## src/rtl/rf_wb_arbiter_pkg.sv

```systemverilog
`default_nettype none
// ============================================================================
//  rf_pkg
//  Shared constants, entry type and source encoding for the RF write scheduler.
//  Revision: 1.0
// ============================================================================
package rf_pkg;

    localparam int DataWidth  = 32;
    localparam int IndexWidth = 5;
    localparam int NumRegs    = 32;
    localparam int Depth      = 2;

    typedef enum logic {
        SRC_ALU = 1'b0,
        SRC_LSU = 1'b1
    } src_t;

    typedef struct packed {
        logic [IndexWidth-1:0] addr;
        logic [DataWidth-1:0]  data;
    } wb_entry_t;

    // r0 is hardwired and out-of-range indices have no backing register
    function automatic logic addrWritable(input logic [IndexWidth-1:0] addr);
        return (addr != '0) && (32'(addr) < 32'(NumRegs));
    endfunction

endpackage
`default_nettype wire

```

## src/rtl/rf_wb_arbiter_if.sv

```systemverilog
`default_nettype none
// ============================================================================
//  rf_wb_arbiter_if
//  Source handshakes, register-file write port and hazard query bundle.
//  Revision: 1.0
// ============================================================================
interface rf_wb_arbiter_if;
    import rf_pkg::*;

    logic                  src0Valid;
    logic [IndexWidth-1:0] src0Addr;
    logic [DataWidth-1:0]  src0Data;
    logic                  src0Ready;
    logic                  src1Valid;
    logic [IndexWidth-1:0] src1Addr;
    logic [DataWidth-1:0]  src1Data;
    logic                  src1Ready;
    logic                  writeEn;
    logic [IndexWidth-1:0] writeAddr;
    logic [DataWidth-1:0]  writeData;
    logic [IndexWidth-1:0] readAddr1;
    logic [IndexWidth-1:0] readAddr2;
    logic                  hazard1;
    logic                  hazard2;

    modport master (
        output src0Valid, src0Addr, src0Data, src1Valid, src1Addr, src1Data,
        output readAddr1, readAddr2,
        input  src0Ready, src1Ready, writeEn, writeAddr, writeData, hazard1, hazard2
    );

    modport slave (
        input  src0Valid, src0Addr, src0Data, src1Valid, src1Addr, src1Data,
        input  readAddr1, readAddr2,
        output src0Ready, src1Ready, writeEn, writeAddr, writeData, hazard1, hazard2
    );

endinterface
`default_nettype wire

```

## src/rtl/rf_wb_arbiter_fifo.sv

```systemverilog
`default_nettype none
// ============================================================================
//  rf_wb_fifo
//  Two-entry writeback buffer; slot 0 is always the head, all slots visible.
//  Revision: 1.0
// ============================================================================
module rf_wb_fifo
    import rf_pkg::*;
(
    input  wire logic                  clk,
    input  wire logic                  rstn,
    input  wire logic                  push,
    input  wire wb_entry_t             pushEntry,
    input  wire logic                  pop,
    output logic                       full,
    output logic                       empty,
    output wb_entry_t                  head,
    output wb_entry_t [Depth-1:0]      entries,
    output logic      [Depth-1:0]      entryValid
);

    wb_entry_t [Depth-1:0] r_slot;
    logic      [1:0]       r_count;
    logic                  w_doPush;
    logic                  w_doPop;

    assign full       = (r_count == 2'd2);
    assign empty      = (r_count == 2'd0);
    assign w_doPush   = push & ~full;
    assign w_doPop    = pop & ~empty;
    assign head       = r_slot[0];
    assign entries    = r_slot;
    assign entryValid = {r_count == 2'd2, r_count != 2'd0};

    always_ff @(posedge clk or negedge rstn) begin
        if (!rstn) begin
            r_slot  <= '0;
            r_count <= 2'd0;
        end else begin
            if (w_doPop) begin
                // Full pop shifts the tail forward; single-entry pop may refill in place
                if (r_count == 2'd2)
                    r_slot[0] <= r_slot[1];
                else if (w_doPush)
                    r_slot[0] <= pushEntry;
            end else if (w_doPush) begin
                if (r_count == 2'd0)
                    r_slot[0] <= pushEntry;
                else
                    r_slot[1] <= pushEntry;
            end
            r_count <= r_count + 2'(w_doPush) - 2'(w_doPop);
        end
    end

endmodule
`default_nettype wire

```

## src/rtl/rf_wb_arbiter.sv

```systemverilog
`default_nettype none
// ============================================================================
//  rf_wb_arbiter
//  Round-robin scheduler of two writeback sources onto the RF write port.
//  Revision: 1.0
// ============================================================================
module rf_wb_arbiter
    import rf_pkg::*;
(
    input  wire logic      clk,
    input  wire logic      rstn,
    rf_wb_arbiter_if.slave bus
);

    logic      [1:0]           w_srcValid;
    wb_entry_t                 w_srcEntry   [2];
    logic      [1:0]           w_full;
    logic      [1:0]           w_empty;
    logic      [1:0]           w_pop;
    wb_entry_t                 w_head       [2];
    wb_entry_t [Depth-1:0]     w_entries    [2];
    logic      [Depth-1:0]     w_entryValid [2];

    logic                      w_grantValid;
    src_t                      w_grantSrc;
    wb_entry_t                 w_grantEntry;
    logic [IndexWidth-1:0]     w_rd [2];
    logic [1:0]                w_hazard;

    src_t                      r_prefer;
    logic                      r_writeEn;
    logic [IndexWidth-1:0]     r_writeAddr;
    logic [DataWidth-1:0]      r_writeData;

    assign w_srcValid = {bus.src1Valid, bus.src0Valid};
    assign w_srcEntry[SRC_ALU] = '{addr: bus.src0Addr, data: bus.src0Data};
    assign w_srcEntry[SRC_LSU] = '{addr: bus.src1Addr, data: bus.src1Data};

    generate
        for (genvar i = 0; i < 2; i++) begin : g_fifo
            rf_wb_fifo u_fifo (
                .clk        (clk),
                .rstn       (rstn),
                .push       (w_srcValid[i]),
                .pushEntry  (w_srcEntry[i]),
                .pop        (w_pop[i]),
                .full       (w_full[i]),
                .empty      (w_empty[i]),
                .head       (w_head[i]),
                .entries    (w_entries[i]),
                .entryValid (w_entryValid[i])
            );
        end
    endgenerate

    always_comb begin
        w_grantValid = ~w_empty[SRC_ALU] | ~w_empty[SRC_LSU];
        if (w_empty[SRC_ALU])
            w_grantSrc = SRC_LSU;
        else if (w_empty[SRC_LSU])
            w_grantSrc = SRC_ALU;
        else
            w_grantSrc = r_prefer;
        w_grantEntry = w_head[w_grantSrc];
        w_pop        = 2'b00;
        if (w_grantValid)
            w_pop = (w_grantSrc == SRC_LSU) ? 2'b10 : 2'b01;
    end

    always_ff @(posedge clk or negedge rstn) begin
        if (!rstn) begin
            r_prefer    <= SRC_ALU;
            r_writeEn   <= 1'b0;
            r_writeAddr <= '0;
            r_writeData <= '0;
        end else begin
            r_writeEn <= 1'b0;
            if (w_grantValid) begin
                r_prefer    <= (w_grantSrc == SRC_ALU) ? SRC_LSU : SRC_ALU;
                // Dropped writes still load the stage so the grant is visibly consumed
                r_writeEn   <= addrWritable(w_grantEntry.addr);
                r_writeAddr <= w_grantEntry.addr;
                r_writeData <= w_grantEntry.data;
            end
        end
    end

    assign w_rd[0] = bus.readAddr1;
    assign w_rd[1] = bus.readAddr2;

    always_comb begin
        w_hazard = 2'b00;
        for (int k = 0; k < 2; k++) begin
            if (r_writeEn && (r_writeAddr == w_rd[k]))
                w_hazard[k] = 1'b1;
            for (int s = 0; s < 2; s++) begin
                for (int e = 0; e < Depth; e++) begin
                    if (w_entryValid[s][e] && (w_entries[s][e].addr == w_rd[k]))
                        w_hazard[k] = 1'b1;
                end
            end
            if (w_rd[k] == '0)
                w_hazard[k] = 1'b0;
        end
    end

    assign bus.src0Ready = ~w_full[SRC_ALU];
    assign bus.src1Ready = ~w_full[SRC_LSU];
    assign bus.writeEn   = r_writeEn;
    assign bus.writeAddr = r_writeAddr;
    assign bus.writeData = r_writeData;
    assign bus.hazard1   = w_hazard[0];
    assign bus.hazard2   = w_hazard[1];

endmodule
`default_nettype wire

```

## src/flat_wrapper.sv

```systemverilog
// flat-port wrapper written by rule: the top's interface ports become plain ports
module rf_wb_arbiter_flat import rf_pkg::*;
  (clk, rstn, bus_src0Valid, bus_src0Addr, bus_src0Data, bus_src1Valid, bus_src1Addr, bus_src1Data, bus_readAddr1, bus_readAddr2, bus_src0Ready, bus_src1Ready, bus_writeEn, bus_writeAddr, bus_writeData, bus_hazard1, bus_hazard2);
  rf_wb_arbiter_if bus_i ();
  input  wire logic clk;
  input  wire logic rstn;
  input wire logic [$bits(bus_i.src0Valid)-1:0] bus_src0Valid;
  input wire logic [$bits(bus_i.src0Addr)-1:0] bus_src0Addr;
  input wire logic [$bits(bus_i.src0Data)-1:0] bus_src0Data;
  input wire logic [$bits(bus_i.src1Valid)-1:0] bus_src1Valid;
  input wire logic [$bits(bus_i.src1Addr)-1:0] bus_src1Addr;
  input wire logic [$bits(bus_i.src1Data)-1:0] bus_src1Data;
  input wire logic [$bits(bus_i.readAddr1)-1:0] bus_readAddr1;
  input wire logic [$bits(bus_i.readAddr2)-1:0] bus_readAddr2;
  output wire logic [$bits(bus_i.src0Ready)-1:0] bus_src0Ready;
  output wire logic [$bits(bus_i.src1Ready)-1:0] bus_src1Ready;
  output wire logic [$bits(bus_i.writeEn)-1:0] bus_writeEn;
  output wire logic [$bits(bus_i.writeAddr)-1:0] bus_writeAddr;
  output wire logic [$bits(bus_i.writeData)-1:0] bus_writeData;
  output wire logic [$bits(bus_i.hazard1)-1:0] bus_hazard1;
  output wire logic [$bits(bus_i.hazard2)-1:0] bus_hazard2;
  assign bus_i.src0Valid = bus_src0Valid;
  assign bus_i.src0Addr = bus_src0Addr;
  assign bus_i.src0Data = bus_src0Data;
  assign bus_i.src1Valid = bus_src1Valid;
  assign bus_i.src1Addr = bus_src1Addr;
  assign bus_i.src1Data = bus_src1Data;
  assign bus_i.readAddr1 = bus_readAddr1;
  assign bus_i.readAddr2 = bus_readAddr2;
  assign bus_src0Ready = bus_i.src0Ready;
  assign bus_src1Ready = bus_i.src1Ready;
  assign bus_writeEn = bus_i.writeEn;
  assign bus_writeAddr = bus_i.writeAddr;
  assign bus_writeData = bus_i.writeData;
  assign bus_hazard1 = bus_i.hazard1;
  assign bus_hazard2 = bus_i.hazard2;
  rf_wb_arbiter u_core (.clk(clk), .rstn(rstn), .bus(bus_i));
endmodule
```

## config.mk

```make
export PLATFORM = sky130hd
export DESIGN_NAME = rf_wb_arbiter_flat
export DESIGN_NICKNAME = d
export VERILOG_FILES = /design/src/rtl/rf_wb_arbiter_pkg.sv /design/src/rtl/rf_wb_arbiter_if.sv /design/src/rtl/rf_wb_arbiter_fifo.sv /design/src/rtl/rf_wb_arbiter.sv /design/src/flat_wrapper.sv
export SDC_FILE = /design/constraint.sdc
export NUM_CORES = 1
export LEC_CHECK = 0
export BUFFER_PORTS_ARGS = -buffer_cell sky130_fd_sc_hd__buf_2
export CORE_ASPECT_RATIO = 1.75
export CORE_MARGIN = 2
export CORE_UTILIZATION = 45
export CTS_CLUSTER_SIZE = 24
export DETAILED_ROUTE_END_ITERATION = 8
export GPL_TIMING_DRIVEN = 0
export MAX_ROUTING_LAYER = met4
export PLACE_DENSITY = 0.65
export SKIP_LAST_GASP = 1
export SLEW_MARGIN = 25
export SYNTH_ARGS = -nofsm -noshare
export SYNTH_HDL_FRONTEND = slang
export SYNTH_SLANG_ARGS = --single-unit
export TNS_END_PERCENT = 30
```

## constraint.sdc

```tcl
create_clock -name clk -period 2.82 [get_ports clk]
set_input_delay 0.141 -clock clk [delete_from_list [all_inputs] [get_ports clk]]
set_output_delay 0.141 -clock clk [all_outputs]
set_load 0.05 [all_outputs]
```

# After elaboration in Yosys (flattened, before gate mapping)
# Cells that the tools add are included.
# W data, S select, Z words.
# totals
register_bits	191
input_bits	88
wordCells	101
# op_classes
add_sub_neg	4
order_cmp	1
n_eq_ne	12
muxes	31
n_bitwise	12
reduce_logical	27
# ops
cell	n
$mux W37	13
$eq A5 B5 Y1	10
$mux W1	16
$reduce_bool A2 Y1	8
$reduce_and A3 Y1	4
$logic_and A1 B1 Y1	10
$logic_not A5 Y1	2
$not A1 Y1	6
$reduce_bool A5 Y1	1
$add A2 B1 Y2	2
$and A1 B1 Y1	4
$eq A2 B2 Y1 const B	2
$logic_not A2 Y1	2
$mux W2	2
$sub A2 B1 Y2	2
$ge A2 B2 Y1 const B	1
$not A1 Y2	1
$or A1 B1 Y1	1

# Logic depth before layout (Yosys ltp)
# Gate-level depths: netlist of the first run.
# logic_depth
word_depth	9
depth_mapped	12
mapped_depth_nobuf	9

# Hierarchy
# Synthesis of the first run repeated with hierarchy kept, for this count alone.
# hier_totals
cells_unflattened	949
hier_area_um2	10635.2
# by_module_without_submodules
mod	instances	cells_each	area_each_um2
rf_wb_fifo	2	343	4120.2
rf_wb_arbiter	1	263	2394.8

# Worst setup path before layout of the first run
# OpenSTA, ideal clock, no wires.
# synth_path
kind	reg-to-output
start	reg u_core.g_fifo[1].u_fifo.r_count[0]
end	out bus_hazard1
arrival_ps	2110
required_ps	2679
slack_ps	569
stages_incl_launch_ff	6
n_path_buf	1
path_cell_list	dfrtp_1 -> buf_2 -> nand2b_1 -> nor3_1 -> a211oi_1 -> a21oi_1
# synth_via
elab_chain_len	5
word_cells_on_any_way	7
# synth_lines
element	line_no	text
start, declared	rf_wb_arbiter_fifo.sv:23	logic [1:0] r_count;
start signal, assigned	rf_wb_arbiter_fifo.sv:52	r_count <= r_count + 2'(w_doPush) - 2'(w_doPop);
$reduce_bool A2 Y1	rf_wb_arbiter_fifo.sv:33	assign entryValid = {r_count == 2'd2, r_count != 2'd0};
$logic_and A1 B1 Y1	rf_wb_arbiter.sv:98	if (w_entryValid[s][e] && (w_entries[s][e].addr == w_rd[k]))
$mux W1	rf_wb_arbiter.sv:98	
$mux W1 *	rf_wb_arbiter.sv:98	
$mux W1 *	rf_wb_arbiter.sv:102	if (w_rd[k] == '0)
end, declared	flat_wrapper.sv:20	output wire logic [$bits(bus_i.hazard1)-1:0] bus_hazard1;
# Every way passes the cells marked *; elsewhere a longest branch is shown, timed or not.

# Final worst setup path of the first run
# layout_path
start	reg u_core.g_fifo[1].u_fifo.r_count[0]
end	reg u_core.g_fifo[1].u_fifo.r_count[1]
# layout_via
elab_chain_len	7
word_cells_on_any_way	13
# layout_lines
element	line_no	text
$logic_not A2 Y1	rf_wb_arbiter_fifo.sv:28	assign empty = (r_count == 2'd0);
$mux W1	rf_wb_arbiter.sv:60	else if (w_empty[SRC_LSU])
$mux W1	rf_wb_arbiter.sv:58	if (w_empty[SRC_ALU])
$mux W2	rf_wb_arbiter.sv:67	w_pop = (w_grantSrc == SRC_LSU) ? 2'b10 : 2'b01;
$mux W2	rf_wb_arbiter.sv:66	if (w_grantValid)
$and A1 B1 Y1	rf_wb_arbiter_fifo.sv:30	assign w_doPop = pop & ~empty;
$sub A2 B1 Y2 *	rf_wb_arbiter_fifo.sv:52	
# Marked as above.
# A chain may end at the register's enable or synchronous reset.

==> results.yml, run 1 <==
routing:
  ant_nets: 0
  drtIter0Drc: 219
  routed_wl_mm: 21.6
  post_drt_wl_per_cell_um: 17.5
  viasPerCell: 5.17
  drc: 0
  vias: 6405
  drtPass1Iterations: 4
clock_tree:
  tritoncts: "built"
  cts_resized: 0
  cts_root_buf: "clkbuf_16"
  clock-sinks: 191
  postCtsSetupBuffers: 0
  htree_levels: 4
  hold_buffers: 75
  cts_buffers: 17
  clk_pin_slew_ns: 0.07
  clock_latency_ns: 0.43
  clock_path_buffers: 2
logic_synthesis:
  netlist_instances: 771
  synthFlopType: "dfrtp_1"
  synth-edff-count: 0
  ys_ff_latch: 191
  synthArstFlopShare_pct: 100
  synth_simple_gate_area_share_pct: 8.88
  synth_top_area_share_pct: 54.2
  synth-seq-area-share_pct: 54.2
  synth_xor_area_share_pct: 5.16
  ys_types: 34
  netlist.top_cell.by_area: "dfrtp_1"
  synth_top_family_by_area: "multiplexers"
  synthMuxAreaShare_pct: 19.7
  synth_area_leaders: "dfrtp_1 54%, mux2i_1 9.0%, mux2_2 5.6%, mux2_4 5.1%, o21ai_0 4.3%"
  syn_area_per_cell_sq_um: 11.4
  syn_area_sq_mm: 0.00882
  synth_compound_area_share_pct: 7.97
  synthAdderAreaFrac_pct: 0.567
  syn_nets: 863
  yosysWarnings: 0
global_routing:
  grt_pass1_vias: 6571
  grt_util_all_layers_pct: 22.6
  grt_first_pass_wirelength_mm: 34.1
  antenna_found_initial: 0
  grt-ovfl-total: 0
  grt_max_degree: 80
die:
  die_w_um: 110
  coreArea_sq_mm: 0.0192
  fp.dieArea_sq_mm: 0.0208
  die_y_um: 189
  rows: 67
  initial_core_util_pct: 46.0
  io-pin-count: 130
power:
  seqPwrFrac_pct: 36.9
  clockPowerShare_pct: 15.9
  p_int_mw: 8.09
  comb_power_share_pct: 47.2
  switching_share_pct: 43.0
  p_sw_mw: 6.09
  vdd_drop_max_mv: 0.637
  power_density_mw_per_mm2: 1280
  p_total_mw: 14.2
  total_leakage_power_nw: 5.37
final_layout:
  instances_no_fill: 1239
  final_core_util_pct: 57.7
  n_antenna_cell: 0
  layout-drive-gt1-share_pct: 25.4
  syn2layout_area_growth_pct: 25.6
  final_nets: 1078
job:
  maxCapViolations: 0
worst_setup_path:
  arrival_ns: 2.84
  r2r_start: "u_core.g_fifo[1].u_fifo.r_count[0]$_DFF_PN0_"
  critPathMaxFanout: 10
  worstPathCellList: "buf_2 > o21ai_4 > nand2_2 > buf_6 > o21ai_1 > buf_2 > inv_1 > ha_1 > inv_1 > ha_1 > xnor2_1 > xnor2_1"
  crit_end: "u_core.g_fifo[1].u_fifo.r_count[1]$_DFF_PN0_"
  start_kind: "flip-flop"
  crit_cells: 12
  worstPathBufferInverterCount: 5
  worstRegToRegCells: 12
  cp.required_ns: 3.17
  criticalPathCategory: "flip-flop to flip-flop"
  startpoint: "u_core.g_fifo[1].u_fifo.r_count[0]$_DFF_PN0_"
  path_delay_family: "buffers and inverters"
  r2r-end: "u_core.g_fifo[1].u_fifo.r_count[1]$_DFF_PN0_"
  crit_path_end_kind: "flip-flop"
  slowest_stage: "dfrtp_1"
  r2r_slack_ns: 0.33
  slowest_delay_ns: 0.38
sta:
  worst_pin_slew_ns: 0.625
  period_needed_ns: 2.49
  fin_skew_ns: 0.00837
  setup_viol_count_final: 0
  fin_crit_sh_pct: 88.2
  relSlewSlack_pct: 58.2
  final_hold_viol_count: 0
  hold_ws_ns: 0.200
  slew_viol_final: 0
  rsz0062_at_grt: "false"
  fin_setup_tns_ns: 0
  max_freq_ghz: 0.402
placement:
  dpl.cell_count: 1133
  gp_congestion: 0.874
  place.port_buffers: 119
  dp_hpwl_mm: 15.4
outcome:
  status: "finished clean"
hold_path:
  hold_path_class: "primary input to asynchronous set/reset pin"
## metrics by stage
stage	setup WS (ns)	instance area [sq um]
6_report	0.333	11100
5_1_grt	0.122	11100
4_1_cts	0.264	11100
3_5_place_dp	0.278	9780
3_3_place_gp	-1.57	9720
2_1_floorplan	0.569	8820
## flip-flops by register name, summed over array words and instances (netlist names)
signal	cells
u_core.bus.writeEn	1
u_core.g_fifo.u_fifo.r_count	4
u_core.r_prefer	1
u_core.bus.writeData	32
u_core.bus.writeAddr	5
u_core.g_fifo.u_fifo.entries	148
## kinds of logic after synthesis
logic type                 after synthesis
xor gates and xnor gates                52
AOI/OAI and AO/OA                      126
adders and majority gates                4
DFF                                    191
and+or+nand+nor                        186
buffers and inverters                   59
muxes                                  153
## power by group through the flow
stage	registers, mW	logic [mW]	clock network [mW]
2_1_floorplan	5.90	4.23	0
3_3_place_gp	5.24	6.59	0
3_5_place_dp	5.29	6.71	0
4_1_cts	5.24	6.81	2.31
5_1_grt	5.40	7.36	2.44
6_report	5.23	6.70	2.25
## worst min path at each step
stage                                from                                               to  slack, ns  depth (start not counted)
after detailed placement             rstn  u_core.g_fifo[0].u_fifo.entries[47]$_DFFE_PN0P_       0.07                          1
after global routing                 rstn  u_core.g_fifo[0].u_fifo.entries[47]$_DFFE_PN0P_       0.21                          2
final                                rstn  u_core.g_fifo[0].u_fifo.entries[50]$_DFFE_PN0P_       0.20                          2
after floorplan                      rstn              u_core.bus.writeAddr[0]$_DFFE_PN0N_      -0.15                          0
after CTS                            rstn             u_core.bus.writeData[10]$_DFFE_PN0N_       0.19                          2
after global placement    bus_src1Addr[4]  u_core.g_fifo[1].u_fifo.entries[73]$_DFFE_PN0P_       0.39                          2
## cells in the final DEF (no fill, tap or decap), types with 7 or more instances in the layout
cell type,n
buf_2,131
buf_6,9
clkbuf_1,30
clkbuf_16,17
dfrtp_1,191
dlygate4sd3_1,75
mux2_2,44
mux2_4,30
mux2i_1,79
nand2_1,82
nand4_1,7
nor2_1,70
nor3_1,12
o21ai_0,76
o22ai_1,33
xnor2_1,34
xor2_1,18
## synthesized netlist by cell type, types with 2 or more instances
cell type	number
buf_2	13
clkbuf_1	30
xnor2_1	34
xor2_1	18
nand2b_1	4
o21a_1	2
nand2_1	82
a31oi_1	2
dfrtp_1	191
o22ai_1	33
nor3_1	12
a21oi_1	4
mux2_4	30
mux2_2	44
nor2_1	70
mux2i_1	79
a211oi_1	2
nand4_1	7
o21ai_0	76
inv_1	5
o21ai_1	4
nor4_1	3
buf_6	9
ha_1	4
or4_1	4
## layer usage
layer | wire [um] | share of wire (%) | global-route usage, % | vias up
li1 | - | - | - | 3101
met4 | 640 | 3.0 | 8.91 | 0
met5 | 0 | 0 | - | -
met3 | 649 | 3.0 | 3.96 | 36
met2 | 11700 | 54 | 38.6 | 132
met1 | 8660 | 40 | 25.8 | 3136
## final cells by class
type / instances / area (sq um)
inverters: 6 / 27.5
clock buffers: 18 / 439
flip-flops and latches: 191 / 4780
repair buffers: 196 / 1410
clock inverters: 13 / 108
fillers: 1649 / 8120
well taps: 241 / 302
multi-input cells: 521 / 3730
plain buffers: 53 / 287
No activity file was read; power rests on OpenSTA's default activity.
==> run 2, diff against run 1 <==
CELL_PAD_IN_SITES_DETAIL_PLACEMENT = 1   (was unset)
CELL_PAD_IN_SITES_GLOBAL_PLACEMENT = 1   (was unset)
PLACE_DENSITY = unset   (was 0.65)
PLACE_DENSITY_LB_ADDON = 0.1   (was unset)
==> run 2 against run 1 <==
Via count increased by 5.2%; largest cell class unchanged; critical path depth unchanged; combinational power increased by 3.1%; fmax decreased by 4.9%; largest power group unchanged; first-iteration DRC count increased by 21%; critical endpoint unchanged; core utilization increased by 0.61 points; wire length increased by 17%; register-to-register slack got worse by 0.13 ns.
==> results.yml, run 2 (synthesis gave the netlist of run 1 again) <==
sta:
  hold_ws_ns: 0.140
  setup_viol_count_final: 0
  relSlewSlack_pct: 58.4
  fin_crit_sh_pct: 92.7
  rsz0062_at_grt: "false"
  fin_ws_ns: 0.206
  worst_pin_slew_ns: 0.622
  slew_viol_final: 0
  fin_skew_ns: 0.00952
  final_hold_viol_count: 0
  period_needed_ns: 2.61
  max_freq_ghz: 0.383
placement:
  dpl_cell_area_sq_mm: 0.00978
  dp_hpwl_mm: 18.0
  place.port_buffers: 119
  dpl.cell_count: 1133
  pre_cts_ws_ns: 0.227
  gp_congestion: 0.891
power:
  comb_power_share_pct: 46.1
  clockPowerShare_pct: 18.1
  power_density_mw_per_mm2: 1340
  vdd_drop_max_mv: 0.781
  seqPwrFrac_pct: 35.8
  switching_share_pct: 43.0
  total_leakage_power_nw: 5.43
  p_sw_mw: 6.45
  p_int_mw: 8.55
final_layout:
  fillCellCount: 2063
  final_nets: 1078
  post-route-cell-area_sq_mm: 0.0112
  layout-drive-gt1-share_pct: 25.4
  final_core_util_pct: 58.3
  instances_no_fill: 1240
  syn2layout_area_growth_pct: 26.9
  n_antenna_cell: 0
  layout_commonest_cell: "dfrtp_1"
  mostFrequentLayoutCells: "191 x dfrtp_1, 130 x buf_2, 82 x nand2_1, 79 x mux2i_1, 76 x o21ai_0"
  largest_register_ffs: 148
worst_setup_path:
  r2r_slack_ns: 0.21
  criticalPathCategory: "flip-flop to flip-flop"
  worstRegToRegCells: 12
  cp.required_ns: 3.18
  r2r_start: "u_core.g_fifo[1].u_fifo.r_count[0]$_DFF_PN0_"
  crit_path_end_kind: "flip-flop"
  arrival_ns: 2.97
  startpoint: "u_core.g_fifo[1].u_fifo.r_count[0]$_DFF_PN0_"
  critPathMaxFanout: 10
  start_kind: "flip-flop"
job:
  maxCapViolations: 0
routing:
  drtIter0Drc: 266
  ant_nets: 0
  post_drt_wl_per_cell_um: 20.4
  viasPerCell: 5.43
  routed_wl_mm: 25.3
  vias: 6737
  drc: 0
  drtPass1Iterations: 4
clock_tree:
  postCtsSetupBuffers: 0
  clk_pin_slew_ns: 0.07
  htree_levels: 4
  cts_root_buf: "clkbuf_16"
  cts_buffers: 17
  clock_latency_ns: 0.43
  tritoncts: "built"
  clock-sinks: 191
  clock_path_buffers: 2
outcome:
  status: "finished clean"
global_routing:
  grt_pass1_vias: 7583
  grt_first_pass_wirelength_mm: 39.9
  antenna_found_initial: 0
  grt_util_all_layers_pct: 26.2
  grt-ovfl-total: 0
  grt_max_degree: 92
die:
  die_w_um: 110
  die_y_um: 189
  initial_core_util_pct: 46.0
  io-pin-count: 130
  fp.dieArea_sq_mm: 0.0208
  rows: 67
  coreArea_sq_mm: 0.0192
hold_path:
  hold_path_class: "primary input to asynchronous set/reset pin"
run 2: cell types whose count changed in the layout (fill, tap and decap cells not counted), sizes merged:
cell,previous run,this run
buf,144,143
clkbuf,48,49
inv,11,13
clkinv,5,2
bufinv,0,5
clkinvlp,3,0
run 2: routing by layer:
| layer | wire [um] | up-vias | track usage [%] |
|---|---|---|---|
| li1 | - | 3092 | - |
| met1 | 9250 | 3446 | 27.5 |
| met2 | 14500 | 144 | 47.7 |
| met3 | 663 | 55 | 3.72 |
| met4 | 913 | 0 | 11.1 |
| met5 | 0 | - | - |
run 2: power groups by stage:
stage	logic (mW)	registers [mW]	clock network (mW)
floorplan	4.23	5.90	0
global placement	6.51	5.28	0
detailed placement	6.83	5.40	0
CTS	7.00	5.36	2.77
global route	7.59	5.49	2.86
finish	6.91	5.37	2.72
run 2: final cells by class:
type	instances	area, sq um	area share [%]
tap	241	302	2.69
sequential	191	4780	42.7
clock inverter	14	221	1.98
clock buffer	18	439	3.92
buffer	53	289	2.58
multi-input combinational	521	3730	33.3
inverter	6	27.5	0.246
timing repair buffer	196	1410	12.6
run 2: critical path, stage by stage (launching register included):
cell and delay (ns):
dfrtp_1 0.39, buf_2 0.19, o21ai_4 0.19, nand2_2 0.08, buf_6 0.16, o21ai_1 0.29
clkbuf_4 0.34, inv_1 0.07, ha_1 0.27, inv_1 0.04, ha_1 0.19, xnor2_1 0.20
xnor2_1 0.14
run 2: timing repair:
item,CTS,global route
endpoints found under the hold margin,190,0
hold buffers,75,0
gates resized for setup,0,1
endpoints found under the setup margin,0,1
run 2: metrics by stage:
step                total power [mW]  TNS (ns)
global placement                11.8   -258.77
floorplan                       10.1         0
CTS                             15.1         0
finish                          15.0         0
global route                    15.9         0
detailed placement              12.2         0
run 2: path summary, 6_finish.rpt:
check	endpoint
worst min-delay path	u_core.g_fifo[0].u_fifo.entries[66]$_DFFE_PN0P_
worst max register to register	u_core.g_fifo[1].u_fifo.r_count[1]$_DFF_PN0_
worst min register to register	u_core.g_fifo[1].u_fifo.entries[19]$_DFFE_PN0P_
worst max-delay path	u_core.g_fifo[1].u_fifo.r_count[1]$_DFF_PN0_
max in group asynchronous	u_core.g_fifo[1].u_fifo.entries[54]$_DFFE_PN0P_
min in group clk	u_core.g_fifo[1].u_fifo.entries[42]$_DFFE_PN0P_
==> run 3, diff against run 2 <==
clock period = 3.1 ns   (was 2.82 ns; I/O delays follow)
==> run 3 against run 2 <==
Register-to-register slack gained 0.25 ns; largest cell class unchanged; sequential share of layout area grew 0.16 points; global-route usage shrank 0.18 points; core utilization shrank 0.22 points; clock skew grew 0.00063 ns; via count shrank 0.46%.
==> results.yml, run 3 (synthesis gave the netlist of run 1 again) <==
worst_setup_path:
  cp.required_ns: 3.46
  arrival_ns: 3.00
  start_kind: "flip-flop"
  crit_path_end_kind: "flip-flop"
  worstPathCellList: "buf_2 > o21ai_4 > nand2_2 > buf_6 > o21ai_1 > buf_2 > inv_1 > ha_1 > inv_1 > ha_1 > xnor2_1 > xnor2_1"
  slowest_stage: "dfrtp_1"
  critPathMaxFanout: 10
  criticalPathCategory: "flip-flop to flip-flop"
  path_delay_family: "buffers and inverters"
  worstPathBufferInverterCount: 5
  slowest_delay_ns: 0.39
clock_tree:
  clk_pin_slew_ns: 0.07
  clock_latency_ns: 0.44
  tritoncts: "built"
  cts_buffers: 17
  clock_path_buffers: 2
  cts_root_buf: "clkbuf_16"
  clock-sinks: 191
  htree_levels: 4
global_routing:
  grt_util_all_layers_pct: 26.0
  grt_pass1_vias: 7562
  grt_first_pass_wirelength_mm: 39.6
  antenna_found_initial: 0
  grt_max_degree: 92
  grt-ovfl-total: 0
routing:
  vias: 6706
  drtIter0Drc: 268
  drc: 0
  ant_nets: 0
  drtPass1Iterations: 6
  routed_wl_mm: 25.1
  viasPerCell: 5.43
  post_drt_wl_per_cell_um: 20.3
final_layout:
  fillCellCount: 2063
  post-route-cell-area_sq_mm: 0.0112
  syn2layout_area_growth_pct: 26.5
  layout_commonest_cell: "dfrtp_1"
  final_core_util_pct: 58.1
  instances_no_fill: 1236
  seqCellArea_sq_mm: 0.00478
  largest_register_ffs: 148
  mostFrequentLayoutCells: "191 x dfrtp_1, 131 x buf_2, 82 x nand2_1, 79 x mux2i_1, 76 x o21ai_0"
  n_antenna_cell: 0
  layout-drive-gt1-share_pct: 25.5
  multi_input_area_sq_mm: 0.00373
  final_nets: 1074
power:
  total_leakage_power_nw: 5.41
  vdd_drop_max_mv: 0.708
  p_sw_mw: 5.85
  p_int_mw: 7.77
  switching_share_pct: 43.0
  comb_power_share_pct: 46.0
  power_density_mw_per_mm2: 1220
  seqPwrFrac_pct: 35.8
  clockPowerShare_pct: 18.2
placement:
  place.port_buffers: 119
  dpl_cell_area_sq_mm: 0.00978
  dp_hpwl_mm: 18.0
  dpl.cell_count: 1133
  gp_congestion: 0.891
hold_path:
  hold_path_class: "primary input to flip-flop"
job:
  maxCapViolations: 0
die:
  io-pin-count: 130
  coreArea_sq_mm: 0.0192
  rows: 67
  initial_core_util_pct: 46.0
  fp.dieArea_sq_mm: 0.0208
  die_y_um: 189
  die_w_um: 110
sta:
  slew_viol_final: 0
  hold_ws_ns: 0.00406
  fin_crit_sh_pct: 85.1
  fin_setup_tns_ns: 0
  final_hold_viol_count: 0
  rsz0062_at_grt: "false"
  setup_viol_count_final: 0
  period_needed_ns: 2.64
  max_freq_ghz: 0.379
  worst_pin_slew_ns: 0.629
  fin_skew_ns: 0.0101
  relSlewSlack_pct: 58.0
outcome:
  status: "finished clean"
[run 3: cell types whose count changed in the layout (fill, tap and decap cells not counted), sizes merged]
cell         previous run  this run
clkbuf                 49        48
dlygate4sd3            75        71
buf                   143       144
[run 3: routing by layer]
metal,vias up,track usage [%],share of wire [%]
li1,3093,-,-
met1,3406,27.5,37
met2,150,47.6,57
met3,57,3.61,2.5
met4,0,10.2,3.5
met5,-,-,0
[run 3: timing repair]
item	4_1_cts	5_1_grt
setup buffers	0	0
hold buffers	71	0
resized for setup	0	0
endpoints found under the hold margin	186	0
[run 3: power by group through the flow]
| stage | combinational, mW | sequential (mW) | clock (mW) |
|---|---|---|---|
| 6_report | 6.27 | 4.88 | 2.48 |
| 5_1_grt | 6.90 | 5.00 | 2.60 |
| 4_1_cts | 6.37 | 4.88 | 2.52 |
| 3_5_place_dp | 6.22 | 4.91 | 0 |
| 3_3_place_gp | 5.92 | 4.80 | 0 |
| 2_1_floorplan | 3.85 | 5.36 | 0 |
[run 3: path summary, 6_finish.rpt]
check / slack, ns / depth (start not counted) / start / to
max: 0.46 / 12 / u_core.g_fifo[1].u_fifo.r_count[0]$_DFF_PN0_ / u_core.g_fifo[1].u_fifo.r_count[1]$_DFF_PN0_
min: 0.004 / 2 / bus_src1Addr[4] / u_core.g_fifo[1].u_fifo.entries[73]$_DFFE_PN0P_
max reg2reg: 0.46 / 12 / u_core.g_fifo[1].u_fifo.r_count[0]$_DFF_PN0_ / u_core.g_fifo[1].u_fifo.r_count[1]$_DFF_PN0_
min reg2reg: 0.49 / 2 / u_core.g_fifo[1].u_fifo.entries[19]$_DFFE_PN0P_ / u_core.g_fifo[1].u_fifo.entries[19]$_DFFE_PN0P_
max in group asynchronous: 1.85 / 4 / rstn / u_core.g_fifo[1].u_fifo.entries[54]$_DFFE_PN0P_
min in group asynchronous: 0.15 / 2 / rstn / u_core.g_fifo[0].u_fifo.entries[66]$_DFFE_PN0P_
[run 3: layout make-up]
cell class | instances | area share, %
flip-flops and latches | 191 | 42.8
plain buffers | 53 | 2.57
inverters | 6 | 0.247
clock inverters | 14 | 1.99
multi-input cells | 521 | 33.4
clock buffers | 18 | 3.94
well taps | 241 | 2.70
repair buffers | 192 | 12.3
[run 3: metrics by stage]
step           power [mW]  setup WS (ns)
2_1_floorplan        9.21          0.835
3_3_place_gp         10.7          -1.11
3_5_place_dp         11.1          0.507
4_1_cts              13.8          0.433
5_1_grt              14.5          0.261
6_report             13.6          0.461
